## config.mk

```make
export PLATFORM = sky130hd
export DESIGN_NAME = param_updown_counter
export DESIGN_NICKNAME = d
export VERILOG_FILES = /design/src/rtl/counter_pkg.sv /design/src/rtl/param_updown_counter_checker.sv /design/src/rtl/reset_release_sync.sv /design/src/rtl/param_updown_counter.sv
export SDC_FILE = /design/constraint.sdc
export NUM_CORES = 1
export LEC_CHECK = 0
export ABC_CLOCK_PERIOD_IN_PS = 4400
export BUFFER_PORTS_ARGS = -buffer_cell sky130_fd_sc_hd__buf_2
export CORE_ASPECT_RATIO = 0.6
export CORE_UTILIZATION = 54
export CTS_CLUSTER_DIAMETER = 40
export DETAILED_ROUTE_END_ITERATION = 8
export HOLD_SLACK_MARGIN = 0.15
export MAX_ROUTING_LAYER = met4
export PLACE_DENSITY = 0.87
export SETUP_SLACK_MARGIN = 0.02
export SYNTH_ARGS = -nofsm -noshare
export SYNTH_HDL_FRONTEND = slang
export SYNTH_SLANG_ARGS = --single-unit
```

## constraint.sdc

```tcl
create_clock -name clock -period 4.4 [get_ports clock]
set_input_delay 0.22 -clock clock [delete_from_list [all_inputs] [get_ports clock]]
set_output_delay 0.22 -clock clock [all_outputs]
set_load 0.05 [all_outputs]
```

## src/rtl/counter_pkg.sv

```systemverilog
// Shared types and helpers for the parametrised up/down counter family.
// Holds the mode enum, the MAX calculation and the parameter legality check.
package counter_pkg;

   typedef enum logic [0:0] {
      MODE_WRAP = 1'b0,
      MODE_SAT  = 1'b1
   } mode_e;

   localparam int MIN_WIDTH       = 32'sd2;
   localparam int MAX_WIDTH       = 32'sd32;
   localparam int MIN_SYNC_STAGES = 32'sd2;

   // Largest reachable count; MODULO of zero means the full 2**WIDTH range.
   function automatic longint calc_max(input int width, input longint modulo);
      longint result;
      if (modulo == 64'sd0) begin
         result = (64'sd1 <<< width) - 64'sd1;
      end else begin
         result = modulo - 64'sd1;
      end
      return result;
   endfunction

   function automatic bit params_ok(input int width, input longint modulo, input int sync_stages);
      bit ok;
      ok = 1'b1;
      if ((width < MIN_WIDTH) || (width > MAX_WIDTH)) begin
         ok = 1'b0;
      end else if ((modulo != 64'sd0) && ((modulo < 64'sd2) || (modulo > (64'sd1 <<< width)))) begin
         ok = 1'b0;
      end else if (sync_stages < MIN_SYNC_STAGES) begin
         ok = 1'b0;
      end else begin
         ok = 1'b1;
      end
      return ok;
   endfunction

endpackage

```

## src/rtl/param_updown_counter_checker.sv

```systemverilog
// Invariant checker for param_updown_counter, instantiated by the counter itself.
// Watches the next-count bound and the exclusivity of the two pulse outputs.
module param_updown_counter_checker #(
   parameter int WIDTH = 16,
   parameter logic [WIDTH:0] MAX_W = {1'b0, {WIDTH{1'b1}}}
) (
   input logic             clock,
   input logic             resetN,
   input logic [WIDTH:0]   next_ext,
   input logic             tc,
   input logic             load_err
);

   // The wide next-count must never exceed MAX, which also keeps its carry bit clear.
   next_in_range_a : assert property (@(posedge clock) disable iff (!resetN) next_ext <= MAX_W)
      else $error("next count above MAX");

   // A load never produces a terminal count, so the two pulses cannot coincide.
   pulse_exclusive_a : assert property (@(posedge clock) disable iff (!resetN) !(tc && load_err))
      else $error("tc and load_err asserted together");

endmodule

```

## src/rtl/reset_release_sync.sv

```systemverilog
// Asynchronous-assert, synchronous-release reset synchroniser.
// run_en rises SYNC_STAGES clock edges after resetN deasserts.
module reset_release_sync
   import counter_pkg::*;
#(
   parameter int SYNC_STAGES = 2
) (
   input  logic clock,
   input  logic resetN,
   output logic run_en
);

   if (SYNC_STAGES < MIN_SYNC_STAGES) begin : g_stage_err
      $error("reset_release_sync: SYNC_STAGES must be at least 2");
   end

   logic [SYNC_STAGES-1:0] sync_r;

   // Shift a one through the chain once reset is released.
   always_ff @(posedge clock or negedge resetN) begin
      if (!resetN) begin
         sync_r <= {SYNC_STAGES{1'b0}};
      end else begin
         sync_r <= {sync_r[SYNC_STAGES-2:0], 1'b1};
      end
   end

   assign run_en = sync_r[SYNC_STAGES-1];

endmodule

```

## src/rtl/param_updown_counter.sv

```systemverilog
// General-purpose up/down counter with wrap or saturate mode, clear/load and
// terminal-count signalling; inputs are honoured only once run_en is released.
module param_updown_counter
   import counter_pkg::*;
#(
   parameter int     WIDTH       = 16,
   parameter longint MODULO      = 64'sd0,
   parameter int     SYNC_STAGES = 2
) (
   input  logic             clock,
   input  logic             resetN,
   input  logic             clear,
   input  logic             load,
   input  logic [WIDTH-1:0] load_value,
   input  logic             enable,
   input  logic             up_down,
   input  logic             sat_mode,
   output logic [WIDTH-1:0] count,
   output logic             tc,
   output logic             overflow,
   output logic             load_err
);

   if (!params_ok(WIDTH, MODULO, SYNC_STAGES)) begin : g_param_err
      $error("param_updown_counter: illegal WIDTH/MODULO/SYNC_STAGES combination");
   end

   localparam logic [WIDTH:0] MAX_W  = (WIDTH+1)'(calc_max(WIDTH, MODULO));
   localparam logic [WIDTH:0] ZERO_W = {(WIDTH+1){1'b0}};
   localparam logic [WIDTH:0] ONE_W  = {{WIDTH{1'b0}}, 1'b1};

   logic             run_en_s;
   mode_e            mode_s;
   logic [WIDTH:0]   count_ext_s;
   logic [WIDTH:0]   load_ext_s;
   logic [WIDTH:0]   next_ext_s;
   logic             tc_next_s;
   logic             overflow_next_s;
   logic             load_err_next_s;
   logic [WIDTH-1:0] count_r;
   logic             tc_r;
   logic             overflow_r;
   logic             load_err_r;

   reset_release_sync #(
      .SYNC_STAGES (SYNC_STAGES)
   ) u_release (
      .clock  (clock),
      .resetN (resetN),
      .run_en (run_en_s)
   );

   // Next-state selection: clear > load > enable > hold, all at WIDTH+1 bits.
   always_comb begin
      count_ext_s     = {1'b0, count_r};
      load_ext_s      = {1'b0, load_value};
      mode_s          = sat_mode ? MODE_SAT : MODE_WRAP;
      next_ext_s      = count_ext_s;
      tc_next_s       = 1'b0;
      overflow_next_s = overflow_r;
      load_err_next_s = 1'b0;
      if (!run_en_s) begin
         next_ext_s      = ZERO_W;
         overflow_next_s = 1'b0;
      end else if (clear) begin
         next_ext_s      = ZERO_W;
         overflow_next_s = 1'b0;
      end else if (load) begin
         if (load_ext_s > MAX_W) begin
            next_ext_s      = MAX_W;
            load_err_next_s = 1'b1;
         end else begin
            next_ext_s = load_ext_s;
         end
      end else if (enable) begin
         if (up_down) begin
            if (count_ext_s < MAX_W) begin
               next_ext_s = count_ext_s + ONE_W;
            end else begin
               tc_next_s       = 1'b1;
               overflow_next_s = 1'b1;
               case (mode_s)
                  MODE_WRAP: next_ext_s = ZERO_W;
                  MODE_SAT:  next_ext_s = MAX_W;
                  default:   next_ext_s = MAX_W;
               endcase
            end
         end else begin
            if (count_ext_s > ZERO_W) begin
               next_ext_s = count_ext_s - ONE_W;
            end else begin
               tc_next_s       = 1'b1;
               overflow_next_s = 1'b1;
               case (mode_s)
                  MODE_WRAP: next_ext_s = MAX_W;
                  MODE_SAT:  next_ext_s = ZERO_W;
                  default:   next_ext_s = ZERO_W;
               endcase
            end
         end
      end else begin
         next_ext_s = count_ext_s;
      end
   end

   // Output registers; reset is asynchronous so outputs are defined from time zero.
   always_ff @(posedge clock or negedge resetN) begin
      if (!resetN) begin
         count_r    <= {WIDTH{1'b0}};
         tc_r       <= 1'b0;
         overflow_r <= 1'b0;
         load_err_r <= 1'b0;
      end else begin
         count_r    <= next_ext_s[WIDTH-1:0];
         tc_r       <= tc_next_s;
         overflow_r <= overflow_next_s;
         load_err_r <= load_err_next_s;
      end
   end

   assign count    = count_r;
   assign tc       = tc_r;
   assign overflow = overflow_r;
   assign load_err = load_err_r;

   param_updown_counter_checker #(
      .WIDTH (WIDTH),
      .MAX_W (MAX_W)
   ) u_checker (
      .clock    (clock),
      .resetN   (resetN),
      .next_ext (next_ext_s),
      .tc       (tc_next_s),
      .load_err (load_err_next_s)
   );

endmodule

```

### After elaboration in Yosys (flattened, before gate mapping)

Index checks and enable logic that the tools add are counted.

| storage, ports and cells | value |
|---|---|
| flip-flop bits (word level) | 20 |
| bits in latches | 0 |
| memory bits (writable) | 0 |
| ROM bits | 0 |
| input bits | 23 |
| memories | 0 |

| cells by class | value |
|---|---|
| $add $sub $neg | 2 |
| multipliers | 0 |
| divide/modulo/power cells | 0 |
| magnitude comparators | 2 |
| equal/unequal tests | 5 |
| shift-type cells | 0 |
| muxes and demuxes | 24 |
| bitwise operators | 1 |
| reduce and logical (&&, ||, !) cells | 1 |

Operators by type and width:

| kind | count |
|---|---|
| $mux W16 | 7 |
| $pmux W16 S2 | 2 |
| $add A16 B1 Y16 const B | 1 |
| $gt A16 B1 Y1 const B | 1 |
| $lt A16 B16 Y1 const B | 1 |
| $sub A16 B1 Y16 const B | 1 |
| $mux W1 | 15 |
| $ne A4 B4 Y1 const B | 3 |
| $ne A3 B3 Y1 const B | 2 |
| $reduce_and A4 Y1 | 1 |
| $not A1 Y1 | 1 |

### Depth between registers and ports, before layout

Gate-level depths: netlist (run 1).

| logic depth | value |
|---|---|
| depth in word-level cells | 9 |
| gate-level depth with buffers | 9 |
| depth with buffers taken out | 7 |

### Hierarchy

A second synthesis (run 1) with hierarchy kept.

| unflattened totals | value |
|---|---|
| cells, all modules | 241 |
| area total of the unflattened synthesis | 1863.0 sq um |

Modules (own cells, without submodules):

| module | times used | cells an instance | area an instance (sq um) | sequential area each (sq um) |
|---|---|---|---|---|
| param_updown_counter | 1 | 238 | 1809.2 | 450.4 |
| reset_release_sync | 1 | 3 | 53.8 | 50.0 |

### Worst setup path after synthesis (run 1)

No wires, ideal clock.

| path | value |
|---|---|
| path kind | register to register |
| from | reg count_r[0], in the netlist count[0] |
| to | reg count_r[15], in the netlist count[15] |
| setup time | 90 ps |
| arrival | 2490 ps |
| path slack | 1820 ps |
| cell stages (with the launch flop) | 10 |
| cells stage by stage | dfrtp_1 clkbuf_1 inv_1 ha_1 nor3b_1 and4_1 buf_2 a311o_4 buf_12 o31ai_4 |

| between the ends | value |
|---|---|
| longest elaborated chain between the ends | 7 |
| elaborated cells on any way between the ends | 11 |
| classes of those cells | 2 x add/sub; 2 x order compare; 7 x mux |

RTL lines:

| item | line | source |
|---|---|---|
| start, declared | param_updown_counter.sv:40 | `logic [WIDTH-1:0] count_r;` |
| start signal, assigned | param_updown_counter.sv:109 | `count_r <= {WIDTH{1'b0}};` |
| start signal, assigned | param_updown_counter.sv:114 | `count_r <= next_ext_s[WIDTH-1:0];` |
| $sub A16 B1 Y16 (tied with other cells) | param_updown_counter.sv:90 | `next_ext_s = count_ext_s - ONE_W;` |
| $mux W16, on equally long branches | param_updown_counter.sv:89, param_updown_counter.sv:77 |  |
| $mux W16 * | param_updown_counter.sv:76 | `if (up_down) begin` |
| $mux W16 * | param_updown_counter.sv:75 | `end else if (enable) begin` |
| $mux W16 * | param_updown_counter.sv:68 | `end else if (load) begin` |
| $mux W16 * | param_updown_counter.sv:65 | `end else if (clear) begin` |
| $mux W16 * | param_updown_counter.sv:62 | `if (!run_en_s) begin` |

Every way passes the cells marked *; elsewhere a longest branch is shown, timed or not. The select of a mux whose other input is x is not followed.
A chain may end at the register's enable or synchronous reset.

### Worst setup path in the final report (run 1)

| path | value |
|---|---|
| from | reg count_r[12], in the netlist count[12] |
| to | reg count_r[15], in the netlist count[15] |

Same word-level chain as after synthesis.

==> results of run 1 <==
## layout by cell type, fill, tap and decap left out, drive strengths merged, types with 3 or more instances in the layout
cell / n
nor4: 7
dfrtp: 20
inv: 8
nand3: 7
nand2: 13
a22oi: 16
and4: 4
clkbuf: 4
o32ai: 3
o21ai: 7
nor2b: 4
or3: 4
ha: 3
nor2: 12
buf: 40
nor3: 14
nand4: 12
and2: 3
o31ai: 9
xnor2: 6
a21oi: 10
and3: 3
nand3b: 3
## timing repair
action,CTS,global route
endpoints found under the hold margin,20,0
gates resized for setup,0,0
hold buffers,1,0
## metal layers
layer	vias to the layer above	global-route usage [%]
li1	910	-
met2	107	41.7
met3	7	7.36
met4	0	5.15
met5	-	-
met1	909	44.9
## cell type report
class | instances | share of cell area [%]
timing repair buffer | 41 | 9.92
inverter | 8 | 1.42
sequential | 20 | 23.6
multi-input combinational | 173 | 59.8
tap | 45 | 2.66
clock buffer | 4 | 2.60
## kinds of logic after synthesis
kind of cell             after synthesis
XOR/XNOR                               7
buffers and inverters                 33
multiplexers                           2
flip-flops                            20
AND/OR/NAND/NOR                       94
AO/OA/AOI/OAI                         65
other                                  2
adder cells (fa/ha/maj)                3
## cells in the mapped netlist (3+ instances only)
library cell | instances | share of area, %
a21oi_1 | 10 | 2.6
a22oi_1 | 16 | 6.2
and2_1 | 3 | 0.97
and3_1 | 3 | 0.97
and4_1 | 4 | 1.8
buf_2 | 7 | 1.8
buf_4 | 3 | 1.2
clkbuf_1 | 12 | 2.3
dfrtp_1 | 20 | 26
ha_1 | 3 | 1.9
inv_1 | 8 | 1.6
nand2_1 | 12 | 2.3
nand3_1 | 7 | 1.8
nand3b_1 | 3 | 1.2
nand4_1 | 10 | 3.2
nor2_1 | 12 | 2.3
nor2b_1 | 4 | 1.3
nor3_1 | 13 | 3.4
nor4_1 | 6 | 1.9
o21ai_2 | 6 | 2.7
o31ai_1 | 5 | 1.9
o31ai_4 | 4 | 4.4
o32ai_1 | 3 | 1.4
or3_1 | 4 | 1.3
xnor2_1 | 6 | 2.7
## state kept, by name (all words and copies together), names as in the netlist
signal	cells
count	16
overflow	1
tc	1
u_release.sync_r	2
## how the worst max path moves through the flow
| stage | cells after the start | to | startpoint | slack (ns) |
|---|---|---|---|---|
| final | 5 | count[15] | count[12] | 1.91 |
| after global routing | 5 | count[1] | count[12] | 1.74 |
| after CTS | 5 | count[15] | count[4] | 2.00 |
| after detailed placement | 5 | count[15] | count[4] | 2.03 |
| after global placement | 6 | count[1] | count[1] | 2.10 |
| after floorplan | 9 | count[15] | count[0] | 1.82 |
## per-stage QoR
step / instance area, um^2 / worst slack [ns]
after floorplan: 1930 / 1.82
after global placement: 2050 / 2.10
after detailed placement: 2050 / 2.03
after CTS: 2120 / 2.00
after global routing: 2120 / 1.74
final: 2120 / 1.91
## worst max-delay path: cells and delay by family, from the launching register on
kind / cells / cell delay (ns)
flops: 1 / 0.52
simple gates: 3 / 1.43
compound gates: 2 / 0.45
## where the power goes
group | switching (mW) | leakage [nW] | internal [mW]
Combinational | 0.123 | 0.581 | 0.0656
Sequential | 0.0225 | 0.269 | 0.192
Clock | 0.0703 | 0.0288 | 0.0800
==> metrics.cfg, run 1 <==
[detailed_routing]
dr_wl_met2_mm = 2.16
wl_met1_mm = 2.52
dr_wl_met3_um = 509
routed_wl_mm = 5.24
dr.pass1.iters = 7
vias_per_cell = 6.64
drt_iter0_drc = 215
ant_nets = 0
highest_layer = met4
drc = 0
wl_per_cell_um = 18.0
vias = 1933

[placement]
dp.cells = 286
port-buffer-count = 40
gp_congestion = 1.01
dp_hpwl_mm = 3.57

[synthesis]
syn_avg_cell_area_um2 = 8.54
synth_top_family_by_area = simple AND/OR/NAND/NOR gates
yosys_warnings = 0
synthAdderAreaFrac_pct = 1.94
synth_xor_area_share_pct = 3.18
synth_cells = 226
synth_nets = 252
synth-simple-area-share_pct = 30.2
synth.cell_area_um2 = 1930
synth-async-reset-ratio_pct = 100
synth_edf_count = 0
synth_seq_area_share_pct = 25.9
ys_seq_elements = 20
synth-compound-area-share_pct = 28.6
synthMuxAreaShare_pct = 1.04
ys.flop_type = dfrtp_1
netlist-cell-type-count = 57

[setup_path]
r2r_cells = 5
crit_chain = nor4_1, nand4_1, nand2_1, o32ai_1, o31ai_4
path_class = flop to flop
slowest_stage = nor4_1
r2r_slack_ns = 1.91
required_ns = 4.60
cp_max_fo = 14
cpPeakStageDelay_ns = 0.60
crit_path_start_kind = flop
r2r_start = count[12]
cp-end-kind = flop
r2r_end = count[15]
arrival_ns = 2.68

[sta]
fin_crit_ns = 2.49
rsz0062_at_grt = false
period_share_pct = 56.5
holdWs_ns = 0.170
relSlewSlack_pct = 17.3
setup_violations = 0
finalSetupTns_ns = 0
drv_slew = 0
clock_skew_ns = 0.00635
max_freq_ghz = 0.402
hold_viol = 0
tightestPinTransition_ns = 1.24

[floorplan]
coreArea_um2 = 3320
io_pins = 42
die_h_um = 48.3
num_rows = 16
die_w_um = 79.2
initial_utilization_pct = 58.1
dieArea_um2 = 3830

[power_and_ir_drop]
p_per_area_nw_per_um2 = 261
cellLeakagePower_nw = 0.879
vdd_ir_drop_max_v = 0.000147
power_mw = 0.553

[cells_and_area]
nets = 273
seq_area_um2 = 500
n_fill_cell = 304
antenna_cells = 0
drive_gt1_share_pct = 25.6
syn2layout_area_growth_pct = 9.72
stdcell_count = 291
utilization_pct = 63.7
multi_input_comb_area_um2 = 1270

[clock_network]
postCtsSetupRepairBufs = 0
cts_buffers = 3
clk_path_buf_depth = 2
clk_pin_slew_ns = 0.08
cts_root_buf = clkbuf_8
cts_tree = built
insertion_delay_ns = 0.27
cts_num_sinks = 20
cts_max_level = 1

[min_path]
hold-path-endpoint = count[14]
hold_depth = 3
worstHoldStart = load_value[14]
holdCritPathClass = input port to flop

[global_route]
grtUsageTotal_pct = 30.2
grt_pass1_vias = 1740
grt_pass1_wl_mm = 8.65
grt_max_degree = 27
overflow = 0
antenna_found_initial = 0

[run_status]
outcome = finished, final reports clean

[run]
drv_cap = 0

Power figures use the tool's default switching activity.
==> inputs of run 2 (changes only) <==
ABC_CLOCK_PERIOD_IN_PS = 2300   (was 4400)
clock period = 2.3 ns   (was 4.4 ns; I/O delays follow)
==> metrics.cfg, run 2 (synthesis results as in run 1) <==
[setup_path]
cp-end-kind = flop
arrival_ns = 2.27
cp_max_fo = 8
path_class = flop to flop
crit_path_start_kind = flop
crit_start = count[0]
required_ns = 2.46
r2r_start = count[0]

[detailed_routing]
ant_nets = 0
vias = 2102
drt_iter0_drc = 210
wl_per_cell_um = 18.6
routed_wl_mm = 6.10
vias_per_cell = 6.41
dr.pass1.iters = 5
drc = 0

[cells_and_area]
utilization_pct = 73.8
syn2layout_area_growth_pct = 27.0
largest_reg_flops = 16
layout_common_cells = buf_2 (40), buf_4 (21), a22oi_1 (16), dlygate4sd3_1 (16)
nets = 310
stdcell_count = 328
n_fill_cell = 267
antenna_cells = 0
drive_gt1_share_pct = 32.9
final_common_cell = buf_2

[sta]
rsz0062_at_grt = false
setup_violations = 0
clock_skew_ns = 0.00308
finalSetupTns_ns = 0
relSlewSlack_pct = 19.0
fin_crit_ns = 2.11
hold_viol = 0
tightestPinTransition_ns = 1.21
drv_slew = 0
period_share_pct = 91.8
max_freq_ghz = 0.474

[run]
drv_cap = 0

[clock_network]
cts_root_buf = clkbuf_8
cts_max_level = 1
cts_num_sinks = 20
clk_path_buf_depth = 2
cts_tree = built
postCtsSetupRepairBufs = 0
cts_buffers = 3
clk_pin_slew_ns = 0.08
insertion_delay_ns = 0.27

[global_route]
antenna_found_initial = 0
grt_pass1_vias = 1937
grt_pass1_wl_mm = 9.79
grtUsageTotal_pct = 34.8
grt_max_degree = 26
overflow = 0

[min_path]
holdCritPathClass = input port to flop
worstHoldStart = load_value[1]

[floorplan]
initial_utilization_pct = 58.1
die_w_um = 79.2
dieArea_um2 = 3830
coreArea_um2 = 3320
io_pins = 42
die_h_um = 48.3
num_rows = 16

[placement]
port-buffer-count = 40
dp.cells = 308
gp_congestion = 1.00
dp_hpwl_mm = 4.41

[power_and_ir_drop]
p_per_area_nw_per_um2 = 445
cellLeakagePower_nw = 1.04
vdd_ir_drop_max_v = 0.000271

[run_status]
outcome = finished, final reports clean

## run 2: cell types whose count changed in the layout (fill, tap and decap cells not counted), moves of 8 or more
cell	change
buf_4	+21
dlygate4sd3_1	+15
dfrtp_1	-8
dfrtp_2	+8
## run 2: through the flow
step                      setup slack [ns]  hold WS [ns]  area, um^2  power, mW
after floorplan                     0.0336        -0.181        1960      0.691
after global placement               0.227        0.0965        2240      0.805
after detailed placement             0.225         0.102        2240      0.811
after CTS                            0.209         0.171        2450       1.08
after global routing                0.0712         0.189        2450       1.15
final                                0.189         0.183        2450       1.09
## run 2: report_power, final
| group | switching [mW] | internal (mW) |
|---|---|---|
| combinational | 0.264 | 0.175 |
| clock | 0.130 | 0.124 |
| sequential | 0.0302 | 0.368 |
## run 2: final cells by class
cell class,instances,area (um^2),area share (%)
multi-input cells,173,1270,51.9
flip-flops and latches,20,510,20.8
clock buffers,4,45.0,1.84
well taps,45,56.3,2.30
repair buffers,78,538,21.9
inverters,8,30.0,1.22
## run 2: final timing paths
kind | to | slack [ns] | cells past startpoint
worst min-delay path | count[1] | 0.18 | 3
worst min register to register | u_release.sync_r[1] | 0.36 | 0
min in group asynchronous | count[10] | 0.34 | 2
worst max-delay path | count[1] | 0.19 | 7
max in group asynchronous | count[2] | 1.60 | 2
worst max register to register | count[1] | 0.19 | 7
## run 2: timing repair
item | in CTS | in global routing
endpoints found under the setup margin | 0 | 1
hold buffers | 16 | 0
hold endpoints to repair | 35 | 0
gates resized for setup | 0 | 1
## run 2: layer usage
layer / vias to the layer above / track usage [%] / wire length (um) / share of wire [%]
met4: 0 / 8.79 / 61 / 1.0
met2: 144 / 44.1 / 2430 / 40
met1: 968 / 53.6 / 2890 / 47
li1: 980 / - / - / -
met5: - / - / 0 / 0
met3: 10 / 8.68 / 720 / 12
## run 2: worst max-delay path: stages, from the launching register on
cell and delay, ns:
dfrtp_2 0.42, inv_1 0.10, ha_1 0.20, nor3b_1 0.14, and4_1 0.31, a311o_4 0.37, buf_4 0.18, o32ai_1 0.29
